### src/rtl/debounce_filter.sv
// rtl/debounce_filter.sv - two-flop synchronizer plus qualify-then-commit debouncer
// Emits registered level, one-cycle edge strobes and a saturating abort count.
module debounce_filter #(
   parameter int STABLE_CYCLES = 4,
   parameter int CNT_WIDTH     = 16
) (
   input  logic       clock,
   input  logic       reset,
   input  logic       raw_in,
   output logic       d_out,
   output logic       rise_pulse,
   output logic       fall_pulse,
   output logic       busy,
   output logic [7:0] bounce_cnt
);

   typedef enum logic [1:0] {
      IDLE_LOW  = 2'd0,
      WAIT_HIGH = 2'd1,
      IDLE_HIGH = 2'd2,
      WAIT_LOW  = 2'd3
   } state_t;

   localparam logic [CNT_WIDTH-1:0] CNT_LAST = CNT_WIDTH'(STABLE_CYCLES - 1);
   localparam logic [CNT_WIDTH-1:0] CNT_ONE  = CNT_WIDTH'(1);

   state_t               state_q, state_d;
   logic [CNT_WIDTH-1:0] cnt_q, cnt_d;
   logic [7:0]           bounce_q, bounce_d;
   logic                 s1_q, s2_q;
   logic                 d_out_q, d_out_d;
   logic                 busy_q, busy_d;
   logic                 rise_q, rise_d;
   logic                 fall_q, fall_d;

   always_ff @(posedge clock or negedge reset) begin
      if (!reset) begin
         s1_q     <= 1'b0;
         s2_q     <= 1'b0;
         state_q  <= IDLE_LOW;
         cnt_q    <= '0;
         bounce_q <= '0;
         d_out_q  <= 1'b0;
         busy_q   <= 1'b0;
         rise_q   <= 1'b0;
         fall_q   <= 1'b0;
      end else begin
         s1_q     <= raw_in;
         s2_q     <= s1_q;
         state_q  <= state_d;
         cnt_q    <= cnt_d;
         bounce_q <= bounce_d;
         d_out_q  <= d_out_d;
         busy_q   <= busy_d;
         rise_q   <= rise_d;
         fall_q   <= fall_d;
      end
   end

   always_comb begin
      state_d  = state_q;
      cnt_d    = cnt_q;
      bounce_d = bounce_q;
      rise_d   = 1'b0;
      fall_d   = 1'b0;
      case (state_q)
         IDLE_LOW: begin
            if (s2_q) begin
               if (STABLE_CYCLES == 1) begin
                  state_d = IDLE_HIGH;
                  cnt_d   = '0;
                  rise_d  = 1'b1;
               end else begin
                  state_d = WAIT_HIGH;
                  cnt_d   = CNT_ONE;
               end
            end else begin
               cnt_d = '0;
            end
         end
         WAIT_HIGH: begin
            if (s2_q) begin
               if (cnt_q == CNT_LAST) begin
                  state_d = IDLE_HIGH;
                  cnt_d   = '0;
                  rise_d  = 1'b1;
               end else begin
                  cnt_d = cnt_q + CNT_ONE;
               end
            end else begin
               // Abort: partial count is dropped, next attempt starts from zero.
               state_d = IDLE_LOW;
               cnt_d   = '0;
               if (bounce_q != 8'hFF) bounce_d = bounce_q + 8'd1;
            end
         end
         IDLE_HIGH: begin
            if (!s2_q) begin
               if (STABLE_CYCLES == 1) begin
                  state_d = IDLE_LOW;
                  cnt_d   = '0;
                  fall_d  = 1'b1;
               end else begin
                  state_d = WAIT_LOW;
                  cnt_d   = CNT_ONE;
               end
            end else begin
               cnt_d = '0;
            end
         end
         WAIT_LOW: begin
            if (!s2_q) begin
               if (cnt_q == CNT_LAST) begin
                  state_d = IDLE_LOW;
                  cnt_d   = '0;
                  fall_d  = 1'b1;
               end else begin
                  cnt_d = cnt_q + CNT_ONE;
               end
            end else begin
               state_d = IDLE_HIGH;
               cnt_d   = '0;
               if (bounce_q != 8'hFF) bounce_d = bounce_q + 8'd1;
            end
         end
         default: begin
            state_d = IDLE_LOW;
            cnt_d   = '0;
         end
      endcase
   end

   // Level and busy are registered copies of what the next state implies.
   assign d_out_d = (state_d == IDLE_HIGH) || (state_d == WAIT_LOW);
   assign busy_d  = (state_d == WAIT_HIGH) || (state_d == WAIT_LOW);

   assign d_out      = d_out_q;
   assign busy       = busy_q;
   assign rise_pulse = rise_q;
   assign fall_pulse = fall_q;
   assign bounce_cnt = bounce_q;

endmodule
### config.mk
export PLATFORM = sky130hd
export DESIGN_NAME = debounce_filter
export DESIGN_NICKNAME = d
export VERILOG_FILES = /design/src/rtl/debounce_filter.sv
export SDC_FILE = /design/constraint.sdc
export NUM_CORES = 1
export LEC_CHECK = 0
export CORE_ASPECT_RATIO = 1.4
export CORE_MARGIN = 4
export CORE_UTILIZATION = 45
export CTS_BUF_LIST = sky130_fd_sc_hd__clkbuf_8
export DETAILED_ROUTE_END_ITERATION = 8
export PLACE_DENSITY = 0.64
export SYNTH_ARGS = -nofsm -noshare
export SYNTH_HDL_FRONTEND = slang
export SYNTH_SLANG_ARGS = --single-unit
### constraint.sdc
create_clock -name clock -period 1.7 [get_ports clock]
set_input_delay 0.17 -clock clock [delete_from_list [all_inputs] [get_ports clock]]
set_output_delay 0.17 -clock clock [all_outputs]
set_load 0.03 [all_outputs]
# ---- Yosys cells after proc, flatten, opt, wreduce, memory -nomap -nowiden
# Index checks and enable logic that the tools add are counted.
dict set report classes {
  n_addsub 2
  n_eq_ne 10
  mux 22
  n_reduce_logical 5
}
# cell n
set op_table {}
lappend op_table {{$pmux W16 S4} 1}
lappend op_table {{$mux W16} 3}
lappend op_table {{$mux W8} 3}
lappend op_table {{$add A16 B1 Y16 const B} 1}
lappend op_table {{$eq A16 B2 Y1 const B} 1}
lappend op_table {{$pmux W8 S2} 1}
lappend op_table {{$mux W2} 6}
lappend op_table {{$add A8 B1 Y8 const B} 1}
lappend op_table {{$eq A2 B2 Y1 const B} 4}
lappend op_table {{$ne A8 B8 Y1 const B} 1}
lappend op_table {{$pmux W2 S4} 1}
lappend op_table {{$mux W1} 7}
lappend op_table {{$eq A2 B1 Y1 const B} 2}
lappend op_table {{$ne A2 B2 Y1 const B} 2}
lappend op_table {{$reduce_and A3 Y1} 1}
lappend op_table {{$logic_not A2 Y1} 1}
lappend op_table {{$logic_or A1 B1 Y1} 2}
lappend op_table {{$reduce_bool A2 Y1} 1}
dict set report totals {
  register_bits 32
  inputBits 3
  out_inout_bits 12
  word_cells 48
}

# ---- Depth between registers and ports, before layout
# Gate-level depths: netlist of run 1.
dict set report depth {
  depth_word 6
  depth_mapped 6
  ltp_nobuf 5
}

# ---- Worst setup path after synthesis of run 1
# OpenSTA, ideal clock, no wires.
dict set report synth_timing {
  path_kind {register to register}
  from {register bounce_q[0], in the netlist bounce_cnt[0]}
  to {register bounce_q[1], in the netlist bounce_cnt[1]}
  setup_time_ns 0.125
  t_arrival_ns 1.559
  required_ns 1.575
  slack_ns 0.016
  stages_incl_launch_ff 5
  n_path_buf 0
  synth_period_minus_slack_ns 1.684
  cell_sequence {dfrtp_1 ha_1 nand3_1 o211ai_2 mux2_2}
}
dict set report synth_via {
  elab_chain_cells 4
  word_cells_on_any_way 6
  classes_between {add/sub: 1; eq/ne: 1; mux: 4}
}
# element line
set synth_lines {}
lappend synth_lines {{start, declared} 29} ;# logic [7:0] bounce_q, bounce_d;
lappend synth_lines {{start signal, assigned} 52} ;# bounce_q <= bounce_d;
lappend synth_lines {{$add A8 B1 Y8 / $ne A8 B8 Y1 (equally long branches)} {94, 123}}
lappend synth_lines {{$mux W8 (*)} {94, 123}}
lappend synth_lines {{$mux W8 (on tied branches)} {112, 82}}
lappend synth_lines {{$pmux W8 S2 (*)} 66} ;# case (state_q)
# Every way passes the cells marked *; elsewhere a longest branch is shown, timed or not. The select of a mux whose other input is x is not followed.
# A chain may end at the register's enable or synchronous reset.

# ---- Worst setup path in the final report of run 1
dict set report layout_timing {
  from {register bounce_q[2], in the netlist bounce_cnt[2]}
  to {output bounce_cnt[2]}
}
# element line
set layout_rtl {}
lappend layout_rtl {{end, declared} 14} ;# output logic [7:0] bounce_cnt
# No word-level cell between the ends.

==> reports/qor.yml, run 1 <==
antenna_left: 0
gp_congestion: 0.770
yosysTopAreaCell: "dfrtp_1"
diodes: 0
clkTransAtPathRegs_ns: 0.06
clockBufferDepth: 2
synth_area_leaders: "dfrtp_1 55%, xnor2_1 8.0%, xor2_1 5.6%"
post-dp-hpwl_mm: 2.04
synth_cell_types: 26
crit_path_end_kind: "output port"
drt_iter0_markers: 8
multi_input_area_um2: 628
syn-num-nets: 135
cts_tree: "yes"
seqCellArea_um2: 776
ys_ff_latch: 31
yosysTopAreaCellShare_pct: 54.8
grt_pass1_wl_mm: 5.02
coreArea_um2: 2940
worstPathMaxFanout: 6
synth_area_um2: 1420
setup_tns_ns: 0
synthAdderAreaFrac_pct: 1.77
p_clk_share_pct: 24.7
cts-root-buf: "clkbuf_8"
crit_path_max_incr_delay_ns: 0.71
timing.hold.ws_ns: 0.282
drv_slew: 0
cts_hold_buf: 0
viasPerCell: 5.20
worstPathRequired_ns: 1.53
fmax_mhz: 621
synth-xor-area-share_pct: 13.6
hold_viol: 0
p_int_mw: 1.63
crit_slowest_cell: "clkdlybuf4s50_1"
period_needed_ns: 1.61
overflow: 0
path_depth: 1
drtPass1Iterations: 3
crit_family: "buffers and inverters"
dieWidth_um: 55.4
routedWlPerCell_um: 14.3
r2r_cells: 4
slew_headroom_pct: 71.2
htreeDepth: 2
grt_max_degree: 32
power.leakage_nw: 0.762
rows: 23
finalSetupViolations: 0
synth.area.mux_share_pct: 1.59
critPathBufInv: 1
dieArea_um2: 4120
layout-drive-gt1-share_pct: 14.9
combinationalPowerShare_pct: 34.3
area_growth_pct: 26.2
fillers: 265
vdd_drop_max_mv: 0.821
grt.total_usage_pct: 16.3
ioPinCount: 15
port_buffers: 14
avgSynthCellArea_um2: 10.9
worstHoldPathType: "in2async"
grt_pass1_vias: 1090
ys_warn_count: 0
tightest_slew_ns: 0.428
worstPathCellList: "clkdlybuf4s50_1"
clock_latency_ns: 0.28
wirelength_mm: 2.83
vias: 1029
layout_commonest_cell: "dfrtp_1"
grt_antenna_before_repair: 0
synth_top_family_by_area: "simple AND/OR/NAND/NOR gates"
synth_compound_area_share_pct: 2.30
numCtsBuffers: 5
maxCapViolCount: 0
die_h_um: 74.4
layout_common_cells: "31 x dfrtp_1, 20 x nor2_1, 14 x clkdlybuf4s50_1, 13 x xnor2_1, 11 x buf_4"
fin_crit_sh_pct: 94.7
start_util_pct: 48.3
synth_cells: 130
ys_seq_area_share_pct: 54.8
drc: 0
outcome: "complete, no violations"
path_class: "reg2out"
switchingPower_mw: 0.896
final_nets: 165
netSwitchingFraction_pct: 35.5
sequentialPowerShare_pct: 41.0
powerDensity_nw_per_um2: 1410
cp_data_arrival_time_ns: 1.44
fin_skew_ns: 0.00518
cts.sinks: 31
synth-simple-area-share_pct: 23.8
start_kind: "flop"
Yosys cell counts, drive strengths merged:
cell / number
or2: 1
or4: 1
ha: 2
xnor2: 13
inv: 4
nor3b: 2
nor4: 5
nand4: 6
buf: 2
o31ai: 1
nand3: 10
nor4b: 2
nand2: 6
and2: 2
o211ai: 1
xor2: 9
nor2: 20
mux2: 2
a21oi: 1
nor3: 8
dfrtp: 31
a21boi: 1
stage by stage:
stage / std cells / setup WS [ns] / area, um^2 / util, % / power [mW]
6_report: 198 / 0.0897 / 1790 / 60.9 / 2.52
5_1_grt: 198 / -0.00647 / 1790 / 60.9 / 2.69
4_1_cts: 197 / 0.0425 / 1760 / 60.0 / 2.52
3_5_place_dp: 189 / 0.0753 / 1660 / 56.6 / 1.89
3_3_place_gp: 189 / 0.120 / 1660 / 56.6 / 1.86
2_1_floorplan: 130 / 0.0160 / 1420 / - / 1.53
final cells by class:
type                    instances  share of cell area [%]
flip-flops and latches         31                    43.4
multi-input cells              93                    35.1
inverters                       4                   0.840
clock inverters                 1                   0.210
clock buffers                   7                    5.39
well taps                      37                    2.59
repair buffers                 25                    12.5
sequential cells by signal, indices dropped and copies added (netlist names):
signal      flops
fall_pulse      1
bounce_cnt      8
d_out           1
rise_pulse      1
busy            1
state_q         1
s1_q            1
s2_q            1
cnt_q          16
cell families (layout without fill, tap and decap cells):
family | count (synthesis) | in the layout
XOR/XNOR | 22 | 22
AO/OA/AOI/OAI | 4 | 4
multiplexers | 2 | 2
flip-flops | 31 | 31
buffers and inverters | 6 | 37
AND/OR/NAND/NOR | 63 | 63
adder cells (fa/ha/maj) | 2 | 2
power by group through the flow:
stage          logic [mW]  clock network, mW  registers [mW]
2_1_floorplan       0.328                  0            1.20
4_1_cts             0.842              0.646            1.03
6_report            0.866              0.622            1.03
3_3_place_gp        0.823                  0            1.03
3_5_place_dp        0.842                  0            1.05
5_1_grt             0.949              0.680            1.07
metal layers:
layer / wire length, um / global-route usage, % / part of all wire, % / up-vias
met5: 0 / 0 / 0 / -
li1: - / - / - / 505
met1: 1120 / 15.9 / 40 / 501
met3: 112 / 5.73 / 4.0 / 8
met4: 72 / 8.92 / 2.5 / 0
met2: 1520 / 30.1 / 54 / 15
final timing paths:
path | start | to | slack (ns)
max reg2reg | cnt_q[5] | cnt_q[14] | 0.11
min reg2reg | s1_q | s2_q | 0.36
min | reset | cnt_q[5] | 0.28
max | bounce_cnt[2] | bounce_cnt[2] | 0.09
max in group asynchronous | reset | s2_q | 1.13
min in group clock | raw_in | s1_q | 0.34
timing repair:
item,CTS,global route
gates resized for setup,0,3
endpoints found under the setup margin,0,14
setup buffers,0,1
(Power assumes the default switching activity.)
==> inputs of run 2 (changes only) <==
REMOVE_ABC_BUFFERS = 1   (was default)
==> reports/qor.yml, run 2 (synthesis gave the netlist of run 1 again) <==
htreeDepth: 2
cts_hold_buf: 0
placed_area_um2: 1670
area_growth_pct: 27.0
grt_pass1_vias: 1064
layout_commonest_cell: "dfrtp_1"
rows: 23
grt_antenna_before_repair: 0
routedWlPerCell_um: 13.5
fin_ws_ns: 0.0706
fin_skew_ns: 0.00408
layout-drive-gt1-share_pct: 16.1
finalSetupViolations: 0
wirelength_mm: 2.66
maxCapViolCount: 0
worstHoldPathType: "in2async"
layout_common_cells: "30 x dfrtp_1, 20 x nor2_1, 14 x clkdlybuf4s50_1, 13 x xnor2_1"
drt_iter0_markers: 22
fillers: 267
clockBufferDepth: 2
top_usage_layer: "met2"
antenna_left: 0
slew_headroom_pct: 70.9
coreArea_um2: 2940
fin_crit_sh_pct: 95.8
worstPathRequired_ns: 1.91
path_class: "reg2reg"
crit_path_end_kind: "flop"
globalRouteMet1Util_pct: 15.8
grt.total_usage_pct: 14.9
die_h_um: 74.4
cts-root-buf: "clkbuf_8"
numCtsBuffers: 5
overflow: 0
grt_max_degree: 32
post-dp-hpwl_mm: 1.88
clock_latency_ns: 0.28
power.leakage_nw: 0.761
use_met2_pct: 26.7
tightest_slew_ns: 0.433
vdd_drop_max_mv: 0.770
hold_viol: 0
gp_congestion: 0.788
fin_area_um2: 1800
clkTransAtPathRegs_ns: 0.06
viasPerCell: 5.25
grt_pass1_wl_mm: 4.68
worstPathMaxFanout: 3
diodes: 0
port_buffers: 14
cts.sinks: 31
period_needed_ns: 1.63
use_met3_pct: 4.51
ioPinCount: 15
drtPass1Iterations: 4
top_register: "cnt_q"
start_util_pct: 48.3
powerDensity_nw_per_um2: 1410
dieWidth_um: 55.4
drv_slew: 0
fmax_mhz: 614
final_util_pct: 61.3
p_total_mw: 2.53
vias: 1040
outcome: "complete, no violations"
dieArea_um2: 4120
start_kind: "flop"
pre_cts_slack_ns: 0.0595
drc: 0
cts_tree: "yes"
setup_tns_ns: 0
final_nets: 165
cp_data_arrival_time_ns: 1.84
largest_register_ffs: 16
reg2reg_slack_ns: 0.07
run 2: stage by stage:
stage          hold slack (ns)  std cells
5_1_grt                  0.312        198
3_5_place_dp             0.336        189
2_1_floorplan           -0.126        128
4_1_cts                  0.296        197
3_3_place_gp             0.332        189
6_report                 0.290        198
run 2: layout make-up:
cell class | count | area (um^2) | area share [%]
multi-input combinational | 93 | 626 | 34.8
sequential | 31 | 777 | 43.2
inverter | 4 | 15.0 | 0.834
timing repair buffer | 25 | 235 | 13.1
clock inverter | 1 | 3.75 | 0.209
tap | 37 | 46.3 | 2.57
clock buffer | 7 | 96.3 | 5.35
run 2: worst paths after layout:
| kind | startpoint | cells past startpoint | end |
|---|---|---|---|
| hold reg to reg | s1_q | 0 | s2_q |
| min in group clock | raw_in | 1 | s1_q |
| setup reg to reg | cnt_q[1] | 5 | cnt_q[14] |
| hold / removal | reset | 2 | cnt_q[4] |
| setup / recovery | cnt_q[1] | 5 | cnt_q[14] |
| max in group asynchronous | reset | 2 | cnt_q[3] |
run 2: what timing repair did:
item	CTS	global route
hold endpoints to repair	0	0
setup endpoints to repair	0	20
setup buffers	0	1
resized for setup	0	4
run 2: power breakdown:
| part | total [mW] | switching (mW) | internal (mW) | leakage, nW |
|---|---|---|---|---|
| Combinational | 0.889 | 0.472 | 0.417 | 0.296 |
| Sequential | 1.03 | 0.159 | 0.873 | 0.409 |
| Clock | 0.613 | 0.250 | 0.363 | 0.0557 |
run 2: per-layer routing:
layer  up-vias  share of wire (%)  routed length [um]
met4         0                1.8                  48
met2        17                 54                1440
met3         5                3.7                  98
met5         -                  0                   0
li1        504                  -                   -
met1       514                 40                1080
run 2: critical path: stages (launching register included):
cell     delay, ns
dfrtp_1       0.39
ha_1          0.21
nand2_1       0.08
or2_0         0.22
or4_1         0.50
a21oi_2       0.16
==> inputs of run 3 (changes only) <==
CORE_UTILIZATION = 50   (was 45)
PLACE_DENSITY = 0.7   (was 0.64)
==> reports/qor.yml, run 3 (synthesis gave the netlist of run 1 again) <==
drc: 0
worstPathRequired_ns: 1.53
top_register: "cnt_q"
fillers: 233
r2r_cells: 5
coreArea_um2: 2670
combinationalPowerShare_pct: 35.9
cts_hold_buf: 0
grt_pass1_wl_mm: 4.83
slew_headroom_pct: 74.2
p_clk_share_pct: 21.2
grt_max_degree: 32
reg2reg_to: "cnt_q[14]"
start_util_pct: 53.0
pre_cts_slack_ns: 0.0171
clockBufferDepth: 2
hold_viol: 0
overflow: 0
tightest_slew_ns: 0.387
period_needed_ns: 1.60
sequentialPowerShare_pct: 42.8
finalSetupViolations: 0
fmax_mhz: 625
r2r-start: "cnt_q[0]"
viasPerCell: 5.23
drt_iter0_markers: 39
powerDensity_nw_per_um2: 1330
final_util_pct: 68.4
layout_commonest_cell: "dfrtp_1"
worstPathMaxFanout: 6
outcome: "complete, no violations"
grt_pass1_vias: 1121
antenna_left: 0
setup_tns_ns: 0
fin_crit_sh_pct: 94.1
final_nets: 170
htreeDepth: 2
routedWlPerCell_um: 13.0
dpl.cell_count: 193
dieWidth_um: 53.0
path_class: "reg2out"
drtPass1Iterations: 4
port_buffers: 14
post-dp-hpwl_mm: 1.93
die_h_um: 71.0
diodes: 0
crit_path_max_incr_delay_ns: 0.71
drv_slew: 0
rsz0062_at_grt: "false"
grt.total_usage_pct: 17.7
gp_congestion: 0.852
critPathBufInv: 1
crit_path_end_kind: "output port"
fin_area_um2: 1830
netSwitchingFraction_pct: 35.9
wirelength_mm: 2.62
ioPinCount: 15
grt_antenna_before_repair: 0
cts-root-buf: "clkbuf_8"
power.leakage_nw: 0.778
reg2reg_slack_ns: 0.1
timing.hold.ws_ns: 0.281
crit_slowest_cell: "clkdlybuf4s50_1"
area_growth_pct: 29.0
numCtsBuffers: 5
fin_ws_ns: 0.0996
clock_latency_ns: 0.28
worstPathCellList: "clkdlybuf4s50_1"
p_total_mw: 2.44
largest_register_ffs: 16
cts.sinks: 31
clkTransAtPathRegs_ns: 0.06
layout_common_cells: "31 x dfrtp_1, 20 x nor2_1, 16 x buf_4, 14 x clkdlybuf4s50_1, 13 x xnor2_1"
cts_tree: "yes"
layout-drive-gt1-share_pct: 18.1
dieArea_um2: 3760
worstHoldPathType: "in2async"
vdd_drop_max_mv: 0.671
p_int_mw: 1.56
fin_skew_ns: 0.00419
vias: 1056
placed_area_um2: 1700
switchingPower_mw: 0.876
rows: 22
start_kind: "flop"
cp_data_arrival_time_ns: 1.43
crit_family: "buffers and inverters"
maxCapViolCount: 0
instances_no_fill: 202
[run 3: cell types whose count changed in the layout (fill, tap and decap cells not counted), sizes merged]
cell    before  now
inv          5    6
buf         11   16
clkbuf       7    5
clkinv       0    1
[run 3: layout make-up]
class	instances	area, um^2	share of cell area [%]
repair buffers	30	260	14.2
multi-input cells	93	649	35.5
clock inverters	3	12.5	0.685
well taps	36	45.0	2.47
inverters	4	15.0	0.822
flip-flops and latches	31	776	42.5
clock buffers	5	68.8	3.77
[run 3: power by group through the flow]
stage	clock (mW)	sequential, mW	combinational, mW
after CTS	0.541	1.03	0.871
after global placement	0	1.03	0.851
after detailed placement	0	1.05	0.867
after global routing	0.577	1.07	0.965
after floorplan	0	1.20	0.317
final	0.518	1.04	0.876
[run 3: per-layer routing]
layer | track usage, % | part of all wire (%)
met4 | 7.95 | 1.1
met3 | 6.95 | 5.2
met1 | 18.5 | 39
met5 | 0 | 0
met2 | 30.1 | 55
[run 3: how the worst max path moves through the flow]
stage | from | end | slack, ns | cells past startpoint
after global placement | cnt_q[0] | d_out | 0.08 | 4
after CTS | cnt_q[0] | d_out | 0.004 | 4
after floorplan | bounce_cnt[0] | bounce_cnt[1] | 0.02 | 4
final | bounce_cnt[3] | bounce_cnt[3] | 0.1 | 1
after global routing | cnt_q[3] | cnt_q[14] | 0.02 | 5
after detailed placement | cnt_q[0] | d_out | 0.02 | 4
[run 3: what timing repair did]
item	CTS	global route
endpoints found under the setup margin	1	21
buffers inserted	0	1
pin swaps	1	2
resized for setup	0	6
